### src/rtl/alu_arbiter_pkg.sv
// Shared definitions for alu_arbiter: ALU command codes, FSM states,
// datapath widths and a saturating counter helper.
package alu_arbiter_pkg;

  localparam int DATA_W = 32;
  localparam int CMD_W  = 3;
  localparam int FLAG_W = 3;
  localparam int STAT_W = 16;

  // Command codes understood by the external structural ALU
  typedef enum logic [CMD_W-1:0] {
    ADD_ALU  = 3'd0,
    SUB_ALU  = 3'd1,
    XOR_ALU  = 3'd2,
    SLT_ALU  = 3'd3,
    AND_ALU  = 3'd4,
    NAND_ALU = 3'd5,
    NOR_ALU  = 3'd6,
    OR_ALU   = 3'd7
  } alu_cmd_t;

  // Arbiter FSM: grant, let the ALU settle, hand the response out
  typedef enum logic [1:0] {
    IDLE = 2'd0,
    EXEC = 2'd1,
    RESP = 2'd2
  } arb_state_t;

  // Statistics counters stick at all-ones instead of wrapping
  function automatic logic [STAT_W-1:0] sat_inc(input logic [STAT_W-1:0] v);
    return (v == {STAT_W{1'b1}}) ? v : v + 1'b1;
  endfunction

endpackage

### src/rtl/alu_arbiter_rr_arbiter.sv
// rr_arbiter: purely combinational round-robin picker. Returns the first
// asserted request at or above 'pointer', wrapping around NUM_REQ.
module rr_arbiter #(
  parameter int NUM_REQ = 2,
  parameter int ID_W    = 1
) (
  input  logic [NUM_REQ-1:0] req,
  input  logic [ID_W-1:0]    pointer,
  output logic [NUM_REQ-1:0] grant,
  output logic [ID_W-1:0]    grant_id,
  output logic               any
);

  logic [ID_W-1:0] idx;

  // Walk the requesters starting at the pointer; the first hit wins
  always_comb begin
    grant    = '0;
    grant_id = '0;
    any      = 1'b0;
    idx      = '0;
    for (int i = 0; i < NUM_REQ; i++) begin
      if (int'(pointer) + i >= NUM_REQ) idx = ID_W'(int'(pointer) + i - NUM_REQ);
      else                              idx = ID_W'(int'(pointer) + i);
      if (!any && req[idx]) begin
        any        = 1'b1;
        grant[idx] = 1'b1;
        grant_id   = idx;
      end
    end
  end

endmodule

### src/rtl/alu_arbiter.sv
// alu_arbiter: shares one external 32-bit ALU between NUM_REQ requesters.
// Round-robin grant in IDLE, operands held for SETTLE_CYCLES in EXEC while
// the ripple ALU settles, then result/flags are captured and offered on a
// valid/ready response port in RESP.
// Optional build macro ALU_ARB_STATS_EN adds saturating per-requester op
// counters (stat_ops) and an overflow counter (stat_ovf).
module alu_arbiter
  import alu_arbiter_pkg::*;
#(
  parameter int NUM_REQ       = 2,
  parameter int SETTLE_CYCLES = 4,
  parameter int ID_W          = 1
) (
  input  logic                      clk,
  input  logic                      reset_n,
  input  logic [NUM_REQ-1:0]        req_valid,
  output logic [NUM_REQ-1:0]        req_ready,
  input  logic [DATA_W*NUM_REQ-1:0] req_a,
  input  logic [DATA_W*NUM_REQ-1:0] req_b,
  input  logic [CMD_W*NUM_REQ-1:0]  req_cmd,
  output logic [DATA_W-1:0]         alu_operandA,
  output logic [DATA_W-1:0]         alu_operandB,
  output logic [CMD_W-1:0]          alu_command,
  input  logic [DATA_W-1:0]         alu_result,
  input  logic                      alu_carryout,
  input  logic                      alu_zero,
  input  logic                      alu_overflow,
  output logic                      rsp_valid,
  input  logic                      rsp_ready,
  output logic [ID_W-1:0]           rsp_id,
  output logic [DATA_W-1:0]         rsp_result,
  output logic [FLAG_W-1:0]         rsp_flags
`ifdef ALU_ARB_STATS_EN
  ,
  output logic [STAT_W*NUM_REQ-1:0] stat_ops,
  output logic [STAT_W-1:0]         stat_ovf
`endif
);

  // Settle counter only needs to hold SETTLE_CYCLES-1
  localparam int CNT_W = (SETTLE_CYCLES > 1) ? $clog2(SETTLE_CYCLES) : 1;

  arb_state_t          state_reg;
  logic [ID_W-1:0]     rr_ptr_reg;
  logic [ID_W-1:0]     id_reg;
  logic [CNT_W-1:0]    count_reg;
  logic [DATA_W-1:0]   op_a_reg;
  logic [DATA_W-1:0]   op_b_reg;
  logic [CMD_W-1:0]    cmd_reg;
  logic                rsp_valid_reg;
  logic [ID_W-1:0]     rsp_id_reg;
  logic [DATA_W-1:0]   rsp_result_reg;
  logic [FLAG_W-1:0]   rsp_flags_reg;

  logic [DATA_W-1:0]   a_arr   [NUM_REQ];
  logic [DATA_W-1:0]   b_arr   [NUM_REQ];
  logic [CMD_W-1:0]    cmd_arr [NUM_REQ];

  logic [NUM_REQ-1:0]  grant;
  logic [ID_W-1:0]     grant_id;
  logic                grant_any;

  genvar gi;

  // Unpack the flat request buses into per-requester views
  for (gi = 0; gi < NUM_REQ; gi++) begin : g_slice
    assign a_arr[gi]   = req_a[gi*DATA_W +: DATA_W];
    assign b_arr[gi]   = req_b[gi*DATA_W +: DATA_W];
    assign cmd_arr[gi] = req_cmd[gi*CMD_W +: CMD_W];
  end

  rr_arbiter #(
    .NUM_REQ (NUM_REQ),
    .ID_W    (ID_W)
  ) u_rr (
    .req      (req_valid),
    .pointer  (rr_ptr_reg),
    .grant    (grant),
    .grant_id (grant_id),
    .any      (grant_any)
  );

  // Grants are offered only while idle; outside IDLE requests are ignored
  assign req_ready = (state_reg == IDLE) ? grant : '0;

  // Main FSM: grant -> settle -> respond, with all outputs registered
  always_ff @(posedge clk) begin
    if (!reset_n) begin
      state_reg      <= IDLE;
      rr_ptr_reg     <= '0;
      id_reg         <= '0;
      count_reg      <= '0;
      op_a_reg       <= '0;
      op_b_reg       <= '0;
      cmd_reg        <= ADD_ALU;
      rsp_valid_reg  <= 1'b0;
      rsp_id_reg     <= '0;
      rsp_result_reg <= '0;
      rsp_flags_reg  <= '0;
    end else begin
      case (state_reg)
        IDLE: begin
          if (grant_any) begin
            op_a_reg   <= a_arr[grant_id];
            op_b_reg   <= b_arr[grant_id];
            cmd_reg    <= cmd_arr[grant_id];
            id_reg     <= grant_id;
            count_reg  <= CNT_W'(SETTLE_CYCLES - 1);
            rr_ptr_reg <= (grant_id == ID_W'(NUM_REQ - 1)) ? '0 : grant_id + 1'b1;
            state_reg  <= EXEC;
          end
        end
        EXEC: begin
          if (count_reg == '0) begin
            rsp_result_reg <= alu_result;
            rsp_flags_reg  <= {alu_carryout, alu_zero, alu_overflow};
            rsp_id_reg     <= id_reg;
            rsp_valid_reg  <= 1'b1;
            state_reg      <= RESP;
          end else begin
            count_reg <= count_reg - 1'b1;
          end
        end
        RESP: begin
          if (rsp_ready) begin
            rsp_valid_reg <= 1'b0;
            state_reg     <= IDLE;
          end
        end
        default: state_reg <= IDLE;
      endcase
    end
  end

  assign alu_operandA = op_a_reg;
  assign alu_operandB = op_b_reg;
  assign alu_command  = cmd_reg;
  assign rsp_valid    = rsp_valid_reg;
  assign rsp_id       = rsp_id_reg;
  assign rsp_result   = rsp_result_reg;
  assign rsp_flags    = rsp_flags_reg;

`ifdef ALU_ARB_STATS_EN
  logic               rsp_done;
  logic [STAT_W-1:0]  ovf_cnt_reg;

  assign rsp_done = (state_reg == RESP) && rsp_valid_reg && rsp_ready;

  // One completed-op counter per requester, bumped on its response handshake
  for (gi = 0; gi < NUM_REQ; gi++) begin : g_stat
    logic [STAT_W-1:0] ops_cnt_reg;
    // Count handshakes tagged with this requester id
    always_ff @(posedge clk) begin
      if (!reset_n)                                    ops_cnt_reg <= '0;
      else if (rsp_done && rsp_id_reg == ID_W'(gi))    ops_cnt_reg <= sat_inc(ops_cnt_reg);
    end
    assign stat_ops[gi*STAT_W +: STAT_W] = ops_cnt_reg;
  end

  // Count handshakes whose captured overflow flag was set
  always_ff @(posedge clk) begin
    if (!reset_n)                           ovf_cnt_reg <= '0;
    else if (rsp_done && rsp_flags_reg[0])  ovf_cnt_reg <= sat_inc(ovf_cnt_reg);
  end
  assign stat_ovf = ovf_cnt_reg;
`endif

endmodule
### config.mk
export PLATFORM = sky130hd
export DESIGN_NAME = alu_arbiter
export DESIGN_NICKNAME = d
export VERILOG_FILES = /design/src/rtl/alu_arbiter_pkg.sv /design/src/rtl/alu_arbiter_rr_arbiter.sv /design/src/rtl/alu_arbiter.sv
export SDC_FILE = /design/constraint.sdc
export NUM_CORES = 1
export LEC_CHECK = 0
export CAP_MARGIN = 15
export CORE_ASPECT_RATIO = 0.75
export CORE_MARGIN = 3
export CORE_UTILIZATION = 41
export DETAILED_ROUTE_END_ITERATION = 16
export GPL_ROUTABILITY_DRIVEN = 0
export PLACE_DENSITY = 0.86
export SLEW_MARGIN = 20
export SYNTH_ARGS = -nofsm -noshare
export SYNTH_HDL_FRONTEND = slang
export SYNTH_SLANG_ARGS = --single-unit
### constraint.sdc
create_clock -name clk -period 3.4 [get_ports clk]
set_input_delay 0.68 -clock clk [delete_from_list [all_inputs] [get_ports clk]]
set_output_delay 0.68 -clock clk [all_outputs]
set_load 0.005 [all_outputs]
# Word level (Yosys, flattened, before mapping)
# Cells that the tools add are included.
[totals]
register_bits = 110
input_bits = 174
out_inout_bits = 106
wordCells = 81
[op_classes]
bitwise_logic = 2
add_sub_neg = 5
n_mux = 37
eq_ne = 6
order_cmp = 7
reduce_logical = 13
[op_table]
columns = ["operator", "n"]
rows = [
  ["$mux 32", 6],
  ["$mux 2", 8],
  ["$mux 1", 15],
  ["$mux 3", 3],
  ["$reduce_and 3->1", 3],
  ["$ne 2x2->1 const B", 4],
  ["$pmux 2 s3", 1],
  ["$ge 2x2->1 const B", 2],
  ["$logic_not 2->1", 2],
  ["$lt 1x2->1 const B", 2],
  ["$pmux 2 s2", 1],
  ["$reduce_and 2->1", 2],
  ["$reduce_bool 2->1", 2],
  ["$logic_and 1x1->1", 3],
  ["$add 1x1->2 const B", 1],
  ["$demux 1 s1", 2],
  ["$eq 2x1->1 const B", 1],
  ["$eq 2x2->1 const B", 1],
  ["$ge 1x1->1 const B", 2],
  ["$ge 1x2->1 const B", 1],
  ["$not 1->2", 1],
  ["$or 2x2->2", 1],
  ["$pmux 1 s2", 1],
  ["$sub 1x1->1 const B", 2],
  ["other kinds (3)", 3],
]

# Longest topological paths before layout
# Gate-level depths: netlist of run 1.
[depth]
depth_word = 12
ltp_mapped = 7
depth_no_buf = 5

# By module
# From an unflattened synthesis of run 1, not the netlist that was laid out.
[hier_totals]
hier_cells = 496
area_unflattened_um2 = 4640.7
[by_module_without_submodules]
columns = ["mod", "instances", "seq_area_each_um2", "area_each_um2", "cells_per_inst"]
rows = [
  ["alu_arbiter", 1, 2202.1, 4608.2, 491],
  ["rr_arbiter", 1, 0.0, 32.5, 5],
]

# Worst setup path before layout of run 1
# OpenSTA, ideal clock, no wires.
[synth_timing]
path_type = "input to output"
startpoint = "in req_valid[1]"
endpoint = "out req_ready[0]"
arrival_time_ns = 1.515
path_stages = 6
t_required_ns = 2.720
slack_ns = 1.205
path_cell_list = "buf_6 a211oi_2 buf_6 buf_6 nand2_1 inv_1"
[synth_between]
elab_chain_cells = 7
elab_cells_between_ends = 11
[synth_rtl]
columns = ["item", "line_no", "text"]
rows = [
  ["start, declared", "alu_arbiter.sv:16", "input logic [NUM_REQ-1:0] req_valid,"],
  ["$mux 1 (implied by the code) (2 in series)", "alu_arbiter_rr_arbiter.sv:25", "if (!any && req[idx]) begin"],
  ["$mux 1", "alu_arbiter_rr_arbiter.sv:25", ""],
  ["$logic_not 1->1", "alu_arbiter_rr_arbiter.sv:25", ""],
  ["$logic_and 1x1->1", "alu_arbiter_rr_arbiter.sv:25", ""],
  ["$mux 2 (*)", "alu_arbiter_rr_arbiter.sv:25", ""],
  ["$mux 2 (*)", "alu_arbiter.sv:84", "assign req_ready = (state_reg == IDLE) ? grant : '0;"],
  ["end, declared", "alu_arbiter.sv:17", "output logic [NUM_REQ-1:0] req_ready,"],
]
# Every way passes the cells marked *; elsewhere a longest branch is shown, timed or not. The select of a mux whose other input is x is not followed.

# Worst setup path after layout of run 1
# Same ends and word-level chain as after synthesis.

==> flow_summary.json, run 1 <==
{
  "drcViolationCount": 0,
  "rows": 33,
  "syn2layout_area_growth_pct": 64.6,
  "io_pins": 280,
  "vias": 5595,
  "critPathKind": "in2out",
  "hold_viol_final": 0,
  "grt_pass1_vias": 5482,
  "drt_pass1_iterations": 5,
  "max_slew_margin_pct": 48.7,
  "worst-r2r-setup-slack_ns": 1.61,
  "wl_per_cell_um": 18.5,
  "grt_pass1_wl_mm": 27.8,
  "grt_usage_pct": 26.7,
  "grt_max_degree": 87,
  "cts_made_buffers": 9,
  "whs_path_depth": 2,
  "synth_compound_area_share_pct": 21.6,
  "cp-start-kind": "input port",
  "synthesis.nets": 765,
  "htree_num_levels": 3,
  "die_w_um": 130,
  "clockBufferDepth": 2,
  "finalMaxSlewViolations": 0,
  "drive_gt1_share_pct": 4.60,
  "cts_tree": "built",
  "r2r_cells": 4,
  "fin_crit_ns": 2.56,
  "clock_latency_ns": 0.34,
  "start_util_pct": 42.6,
  "synth_seq_cells": 110,
  "fillers": 832,
  "cap_violations": 0,
  "p_leak_uw": 0.00262,
  "worstPathRequired_ns": 2.72,
  "nets": 996,
  "ir_drop_mv": 0.249,
  "critPathMaxFanout": 18,
  "overflow": 0,
  "wirelength_mm": 17.9,
  "antenna_cells": 0,
  "cts_sinks": 110,
  "die_y_um": 98.8,
  "synth.distinct_cells": 30,
  "yosysSeqAreaShare_pct": 46.7,
  "place_inst": 950,
  "coreArea_mm2": 0.0111,
  "p_total_uw": 3600,
  "synth-xor-area-share_pct": 0,
  "antenna_found_initial": 0,
  "hpwl_mm": 12.6,
  "synthAdderAreaFrac_pct": 0.266,
  "endpoint": "req_ready[0]",
  "portBuffers": 279,
  "yosys.area_share.simple_pct": 23.7,
  "endpoint_kind": "output pin",
  "finClkSkew_ns": 0.00545,
  "setup_viol": 0,
  "synthMuxAreaShare_pct": 0,
  "p_per_area_mw_per_mm2": 464,
  "fin_cells": 966,
  "postSynthCellCount": 590,
  "postCtsSetupBuffers": 0,
  "syn_area_mm2": 0.00471,
  "period_share_pct": 75.2,
  "max_freq_ghz": 0.391,
  "drt_iter0_drc": 437,
  "antenna_left": 0,
  "synth.avg_cell_area_um2": 7.99,
  "post_cts_resized": 0,
  "root_buffer": "clkbuf_16",
  "tns_ns": 0,
  "worst_ep_arrival_time_ns": 1.88,
  "tightest_slew_ns": 0.766,
  "reg2reg_from": "state_reg[1]",
  "path_clk_slew_ns": 0.08,
  "rsz0062_at_grt": "no",
  "status": "complete, no violations",
  "cts.hold.buffers_added": 0,
  "dieArea_mm2": 0.0128,
  "rr_endpoint": "alu_operandA[7]",
  "synth_warnings": 0,
  "via_per_inst": 5.79,
  "hp-class": "reg2reg",
  "startpoint": "req_valid[1]",
  "synth_top_family_by_area": "simple AND/OR/NAND/NOR gates"
}
==> layout make-up <==
cell class                 instances  area (µm²)  share of cell area (%)
timing repair buffer             291        2890                    37.2
sequential                       110        2200                    28.4
clock buffer                       9         225                    2.90
clock inverter                     7        81.3                    1.05
tap                              140         175                    2.26
inverter                           5        20.0                   0.258
multi-input combinational        404        2170                    27.9
==> cells in the final DEF, fill, tap and decap left out, types with 2 or more instances in the layout <==
cell type,netlist,final
nand2_1,76,76
clkbuf_16,0,9
nand3_1,68,68
o21ai_1,69,69
nor2_4,0,2
a21oi_1,41,41
a31oi_1,67,67
nand4_1,67,67
dfxtp_1,110,110
buf_2,34,2
clkinvlp_4,0,3
clkdlybuf4s50_1,0,277
inv_1,4,4
buf_4,2,11
==> cell families after synthesis <==
group / count (synthesis)
DFF: 110
and+or+nand+nor: 221
buffers and inverters: 76
adders and majority gates: 1
AOI/OAI and AO/OA: 182
==> routing by layer <==
| metal | wire [µm] | GRT usage, % |
|---|---|---|
| met1 | 6920 | 32.4 |
| met2 | 8630 | 44.2 |
| met3 | 1800 | 8.13 |
| met4 | 570 | 10.9 |
| met5 | 0 | 0 |
==> cells in the mapped netlist <==
master    instances  area, µm²
nand2b_1          1       6.26
nand4_1          67        419
nor2b_1           1       6.26
nand2_1          76        285
and2_1            1       6.26
ha_1              1       12.5
nand3_1          68        340
a31oi_1          67        419
inv_1             4       15.0
inv_2             1       3.75
a21oi_1          41        205
or2_1             1       6.26
dfxtp_1         110       2200
or3b_1            1       8.76
a211oi_2          1       12.5
buf_2            34        170
o21ai_1          69        345
o21bai_2          1       11.3
o21a_1            1       7.51
nor2_2            1       6.26
buf_4             2       15.0
nor2_1            1       3.75
and3b_1           1       8.76
o211a_1           1       10.0
nand3b_2          1       11.3
o21ai_0           1       5.00
buf_1             2       7.51
clkbuf_1         29        109
nor3b_1           1       7.51
buf_6             4       45.0
==> critical path, stage by stage <==
cell	delay, ns
buf_2	0.22
a211oi_4	0.29
nand2_1	0.10
inv_1	0.06
clkdlybuf4s50_1	0.52
==> metrics by stage <==
stage	cell area, µm²	hold slack, ns	util [%]	setup slack (ns)
finish	7760	0.459	70.1	0.844
global route	7760	0.471	70.1	0.772
CTS	7760	0.460	70.1	0.833
detailed placement	7450	0.449	67.3	0.831
global placement	7450	0.437	67.3	0.849
floorplan	4710	0.430	-	1.21
==> worst min path at each step <==
stage / from / end / slack (ns)
floorplan: id_reg / rsp_id / 0.43
global placement: id_reg / rsp_id / 0.44
CTS: rsp_result[19] / rsp_result[19] / 0.46
finish: rsp_result[13] / rsp_result[13] / 0.46
detailed placement: rsp_result[13] / rsp_result[13] / 0.45
global route: rsp_result[9] / rsp_result[9] / 0.47
==> where the power goes <==
group | internal, µW | total (µW) | leakage [µW] | switching [µW]
Combinational | 527 | 1020 | 0.00158 | 491
Sequential | 1420 | 1500 | 0.000902 | 77.8
Clock | 581 | 1080 | 0.000140 | 500
Total | 2530 | 3600 | 0.00262 | 1070
Note: power is estimated with default switching activity, not from simulation.
==> run 2, diff against run 1 <==
--- a/config.mk
+++ b/config.mk
@@ -8,10 +8,10 @@
 export CAP_MARGIN = 15
 export CORE_ASPECT_RATIO = 0.75
 export CORE_MARGIN = 3
-export CORE_UTILIZATION = 41
+export CORE_UTILIZATION = 34
 export DETAILED_ROUTE_END_ITERATION = 16
 export GPL_ROUTABILITY_DRIVEN = 0
-export PLACE_DENSITY = 0.86
+export PLACE_DENSITY = 0.76
 export SLEW_MARGIN = 20
 export SYNTH_ARGS = -nofsm -noshare
 export SYNTH_HDL_FRONTEND = slang
==> constraint.sdc (replaced) <==
create_clock -name clk -period 2.24 [get_ports clk]
set_input_delay 0.448 -clock clk [delete_from_list [all_inputs] [get_ports clk]]
set_output_delay 0.448 -clock clk [all_outputs]
set_load 0.005 [all_outputs]
==> flow_summary.json, run 2 (same netlist as run 1, synthesis figures left out) <==
{
  "portBuffers": 279,
  "final_cell_mix": "clkdlybuf4s50_1, dfxtp_1, nand2_1",
  "hp-class": "reg2reg",
  "p_total_uw": 5460,
  "critPathKind": "reg2out",
  "rows": 36,
  "grt_pass1_wl_mm": 27.8,
  "period_share_pct": 93.7,
  "pwr-share-clk_pct": 29.8,
  "setup_viol": 0,
  "grt_usage_pct": 22.4,
  "dieArea_mm2": 0.0153,
  "cap_violations": 0,
  "cts_tree": "built",
  "finClkSkew_ns": 0.00949,
  "layout_commonest_cell": "clkdlybuf4s50_1",
  "overflow": 0,
  "tightest_slew_ns": 0.788,
  "tns_ns": 0,
  "power_frac_seq_pct": 41.4,
  "p_per_area_mw_per_mm2": 697,
  "antenna_left": 0,
  "grt_pass1_vias": 5345,
  "p_sw_uw": 1610,
  "nets": 999,
  "start_util_pct": 35.5,
  "fillers": 1197,
  "drcViolationCount": 0,
  "drive_gt1_share_pct": 5.07,
  "critPathMaxFanout": 9,
  "wl_per_cell_um": 18.0,
  "ir_drop_mv": 0.445,
  "finalMaxSlewViolations": 0,
  "coreArea_mm2": 0.0133,
  "max_freq_ghz": 0.477,
  "die_w_um": 142,
  "hpwl_mm": 11.9,
  "via_per_inst": 5.49,
  "swShare_pct": 29.5,
  "syn2layout_area_growth_pct": 66.3,
  "vias": 5504,
  "cp-start-kind": "flip-flop",
  "fin_crit_ns": 2.10,
  "htree_num_levels": 3,
  "path_clk_slew_ns": 0.07,
  "die_y_um": 108,
  "root_buffer": "clkbuf_16",
  "worstPathRequired_ns": 1.79,
  "antenna_found_initial": 2,
  "max_slew_margin_pct": 47.4,
  "endpoint_kind": "output pin",
  "p_leak_uw": 0.00264,
  "wirelength_mm": 18.1,
  "drt_iter0_drc": 308,
  "p_int_uw": 3850,
  "grt_max_degree": 68,
  "io_pins": 280,
  "clockBufferDepth": 2,
  "power_frac_comb_pct": 28.7,
  "cts.hold.buffers_added": 0,
  "hold_viol_final": 0,
  "worst_ep_arrival_time_ns": 1.65,
  "cts_made_buffers": 9,
  "cts_sinks": 110,
  "drt_pass1_iterations": 5,
  "rsz0062_at_grt": "no",
  "status": "complete, no violations",
  "clock_latency_ns": 0.34
}
==> run 2: cell type report <==
type | count | area [µm²] | share of cell area, %
flip-flops and latches | 110 | 2200 | 28.1
inverters | 5 | 20.0 | 0.256
multi-input cells | 404 | 2170 | 27.7
diodes | 2 | 5.00 | 0.0639
clock inverters | 7 | 80.1 | 1.02
repair buffers | 294 | 2920 | 37.3
well taps | 171 | 214 | 2.73
clock buffers | 9 | 225 | 2.87
==> run 2: critical path, cell delays in order (launching register included) <==
cell,delay (ns)
dfxtp_1,0.42
a211oi_4,0.20
nand2_1,0.10
inv_1,0.06
clkdlybuf4s50_1,0.52
==> run 2: metal layers <==
metal	GRT usage [%]	part of all wire, %	up-vias
met1	27.2	42	2564
li1	-	-	2635
met3	7.96	10	24
met4	7.19	2.0	0
met2	37.3	46	281
met5	0	0	-
==> run 2: power groups by stage <==
stage | logic, µW | clock network (µW) | registers [µW]
finish | 1570 | 1630 | 2260
global route | 1690 | 1740 | 2290
CTS | 1580 | 1680 | 2270
detailed placement | 1570 | 0 | 2310
global placement | 1560 | 0 | 2300
floorplan | 702 | 0 | 2310
==> run 2: final timing paths <==
check / from / end / slack, ns / cells after the start
max: state_reg[1] / req_ready[0] / 0.14 / 4
min: rsp_result[14] / rsp_result[14] / 0.45 / 2
max reg2reg: state_reg[1] / alu_operandA[7] / 0.51 / 4
min reg2reg: rsp_result[14] / rsp_result[14] / 0.45 / 2
==> run 2: metrics by stage <==
stage | worst slack [ns] | hold WS, ns | util, % | area [µm²] | cells
2_1_floorplan | 0.509 | 0.430 | - | 4710 | 590
3_3_place_gp | 0.273 | 0.440 | 56.6 | 7520 | 984
3_5_place_dp | 0.265 | 0.446 | 56.6 | 7520 | 984
4_1_cts | 0.0744 | 0.441 | 58.9 | 7830 | 1000
5_1_grt | 0.0157 | 0.475 | 59.0 | 7840 | 1002
6_report | 0.142 | 0.453 | 59.0 | 7840 | 1002
==> run 2: what timing repair did <==
item / in CTS / in global routing
setup buffers: 0 / 0
hold endpoints to repair: 0 / 0
resized for setup: 0 / 1
endpoints found under the setup margin: 0 / 1
==> run 3, diff against run 2 <==
--- a/config.mk
+++ b/config.mk
@@ -8,10 +8,11 @@
 export CAP_MARGIN = 15
 export CORE_ASPECT_RATIO = 0.75
 export CORE_MARGIN = 3
-export CORE_UTILIZATION = 34
+export CORE_UTILIZATION = 41
+export CTS_CLUSTER_DIAMETER = 50
 export DETAILED_ROUTE_END_ITERATION = 16
 export GPL_ROUTABILITY_DRIVEN = 0
-export PLACE_DENSITY = 0.76
+export PLACE_DENSITY = 0.86
 export SLEW_MARGIN = 20
 export SYNTH_ARGS = -nofsm -noshare
 export SYNTH_HDL_FRONTEND = slang
==> constraint.sdc (replaced) <==
create_clock -name clk -period 2.6 [get_ports clk]
set_input_delay 0.52 -clock clk [delete_from_list [all_inputs] [get_ports clk]]
set_output_delay 0.52 -clock clk [all_outputs]
set_load 0.005 [all_outputs]
==> flow_summary.json, run 3 (same netlist as run 1, synthesis figures left out) <==
{
  "hp-class": "reg2reg",
  "rows": 33,
  "dieArea_mm2": 0.0128,
  "grt_usage_pct": 27.1,
  "worst_ep_arrival_time_ns": 1.72,
  "wirelength_mm": 18.0,
  "setup_viol": 0,
  "layout_commonest_cell": "clkdlybuf4s50_1",
  "slowest_delay_ns": 0.53,
  "cts_tree": "built",
  "final_cell_mix": "clkdlybuf4s50_1, dfxtp_1, nand2_1",
  "finClkSkew_ns": 0.0110,
  "vias": 5663,
  "postCtsSetupBuffers": 0,
  "pwr-share-clk_pct": 28.9,
  "drt_iter0_drc": 360,
  "post_cts_resized": 0,
  "path_cells": "a211oi_4, nand2_1, inv_1, clkdlybuf4s50_1",
  "place_inst": 950,
  "antenna_cells": 0,
  "clock_latency_ns": 0.34,
  "p_per_area_mw_per_mm2": 599,
  "coreArea_mm2": 0.0111,
  "status": "complete, no violations",
  "htree_num_levels": 3,
  "overflow": 0,
  "syn2layout_area_growth_pct": 64.6,
  "clockBufferDepth": 2,
  "power_frac_comb_pct": 29.0,
  "antenna_left": 0,
  "cap_violations": 0,
  "io_pins": 280,
  "p_leak_uw": 0.00262,
  "critPathKind": "reg2out",
  "path_buf_inv": 2,
  "wl_per_cell_um": 18.7,
  "drive_gt1_share_pct": 4.60,
  "p_sw_uw": 1420,
  "path_delay_family": "buffers and inverters",
  "portBuffers": 279,
  "tns_ns": 0,
  "max_slew_margin_pct": 48.6,
  "drcViolationCount": 0,
  "critPathMaxFanout": 8,
  "drt_pass1_iterations": 5,
  "hold_viol_final": 0,
  "finalMaxSlewViolations": 0,
  "die_w_um": 130,
  "cpMaxStageDelayCell": "clkdlybuf4s50_1",
  "power_frac_seq_pct": 42.1,
  "cp-start-kind": "flip-flop",
  "antenna_found_initial": 0,
  "grt_max_degree": 71,
  "fin_crit_ns": 2.24,
  "path_clk_slew_ns": 0.07,
  "swShare_pct": 30.6,
  "p_total_uw": 4640,
  "fin_cells": 966,
  "p_int_uw": 3220,
  "cts_sinks": 110,
  "ir_drop_mv": 0.477,
  "grt_pass1_wl_mm": 28.3,
  "via_per_inst": 5.86,
  "max_freq_ghz": 0.446,
  "die_y_um": 98.8,
  "grt_pass1_vias": 5481,
  "cts_made_buffers": 9,
  "endpoint_kind": "output pin",
  "nets": 996,
  "tightest_slew_ns": 0.767,
  "root_buffer": "clkbuf_16",
  "start_util_pct": 42.6,
  "rsz0062_at_grt": "no",
  "hpwl_mm": 12.4,
  "cts.hold.buffers_added": 0,
  "period_share_pct": 86.3,
  "worstPathRequired_ns": 2.08
}
-- run 3: final timing paths --
kind,from,end,slack (ns),cells after the start
max,state_reg[0],req_ready[0],0.36,4
min,rsp_id,rsp_id,0.45,2
max reg2reg,state_reg[1],alu_operandA[27],0.73,4
min reg2reg,rsp_id,rsp_id,0.45,2
-- run 3: per-layer routing --
metal	share of wire, %	routed length [µm]	vias up	track usage, %
met2	49	8820	333	46.1
li1	-	-	2642	-
met3	9.7	1750	33	8.13
met4	2.3	410	0	7.67
met5	0	0	-	0
met1	39	7050	2655	33.2
-- run 3: power by group through the flow --
stage          clock network (µW)  logic [µW]  registers, µW
3_5_place_dp                    0        1340           1990
2_1_floorplan                   0         605           1990
5_1_grt                      1440        1450           1970
6_report                     1340        1350           1960
4_1_cts                      1370        1350           1950
3_3_place_gp                    0        1310           1980
-- run 3: cell type report --
| type | count | area [µm²] |
|---|---|---|
| clock buffers | 9 | 225 |
| clock inverters | 7 | 68.8 |
| fillers | 863 | 3310 |
| inverters | 5 | 20.0 |
| multi-input cells | 404 | 2170 |
| flip-flops and latches | 110 | 2200 |
| well taps | 140 | 175 |
| repair buffers | 291 | 2900 |
-- run 3: per-stage QoR --
stage / area, µm² / utilization, % / hold WS (ns) / setup WS, ns
after floorplan: 4710 / - / 0.430 / 0.725
final: 7760 / 70.1 / 0.454 / 0.357
after detailed placement: 7460 / 67.4 / 0.445 / 0.422
after global placement: 7460 / 67.4 / 0.437 / 0.450
after global routing: 7760 / 70.1 / 0.475 / 0.232
after CTS: 7760 / 70.1 / 0.456 / 0.334
-- run 3: tightest hold or removal path: cells and delay by family, from the launching register on --
family | cells | cell delay (ns)
simple gates | 1 | 0.05
flops | 1 | 0.31
compound gates | 1 | 0.05
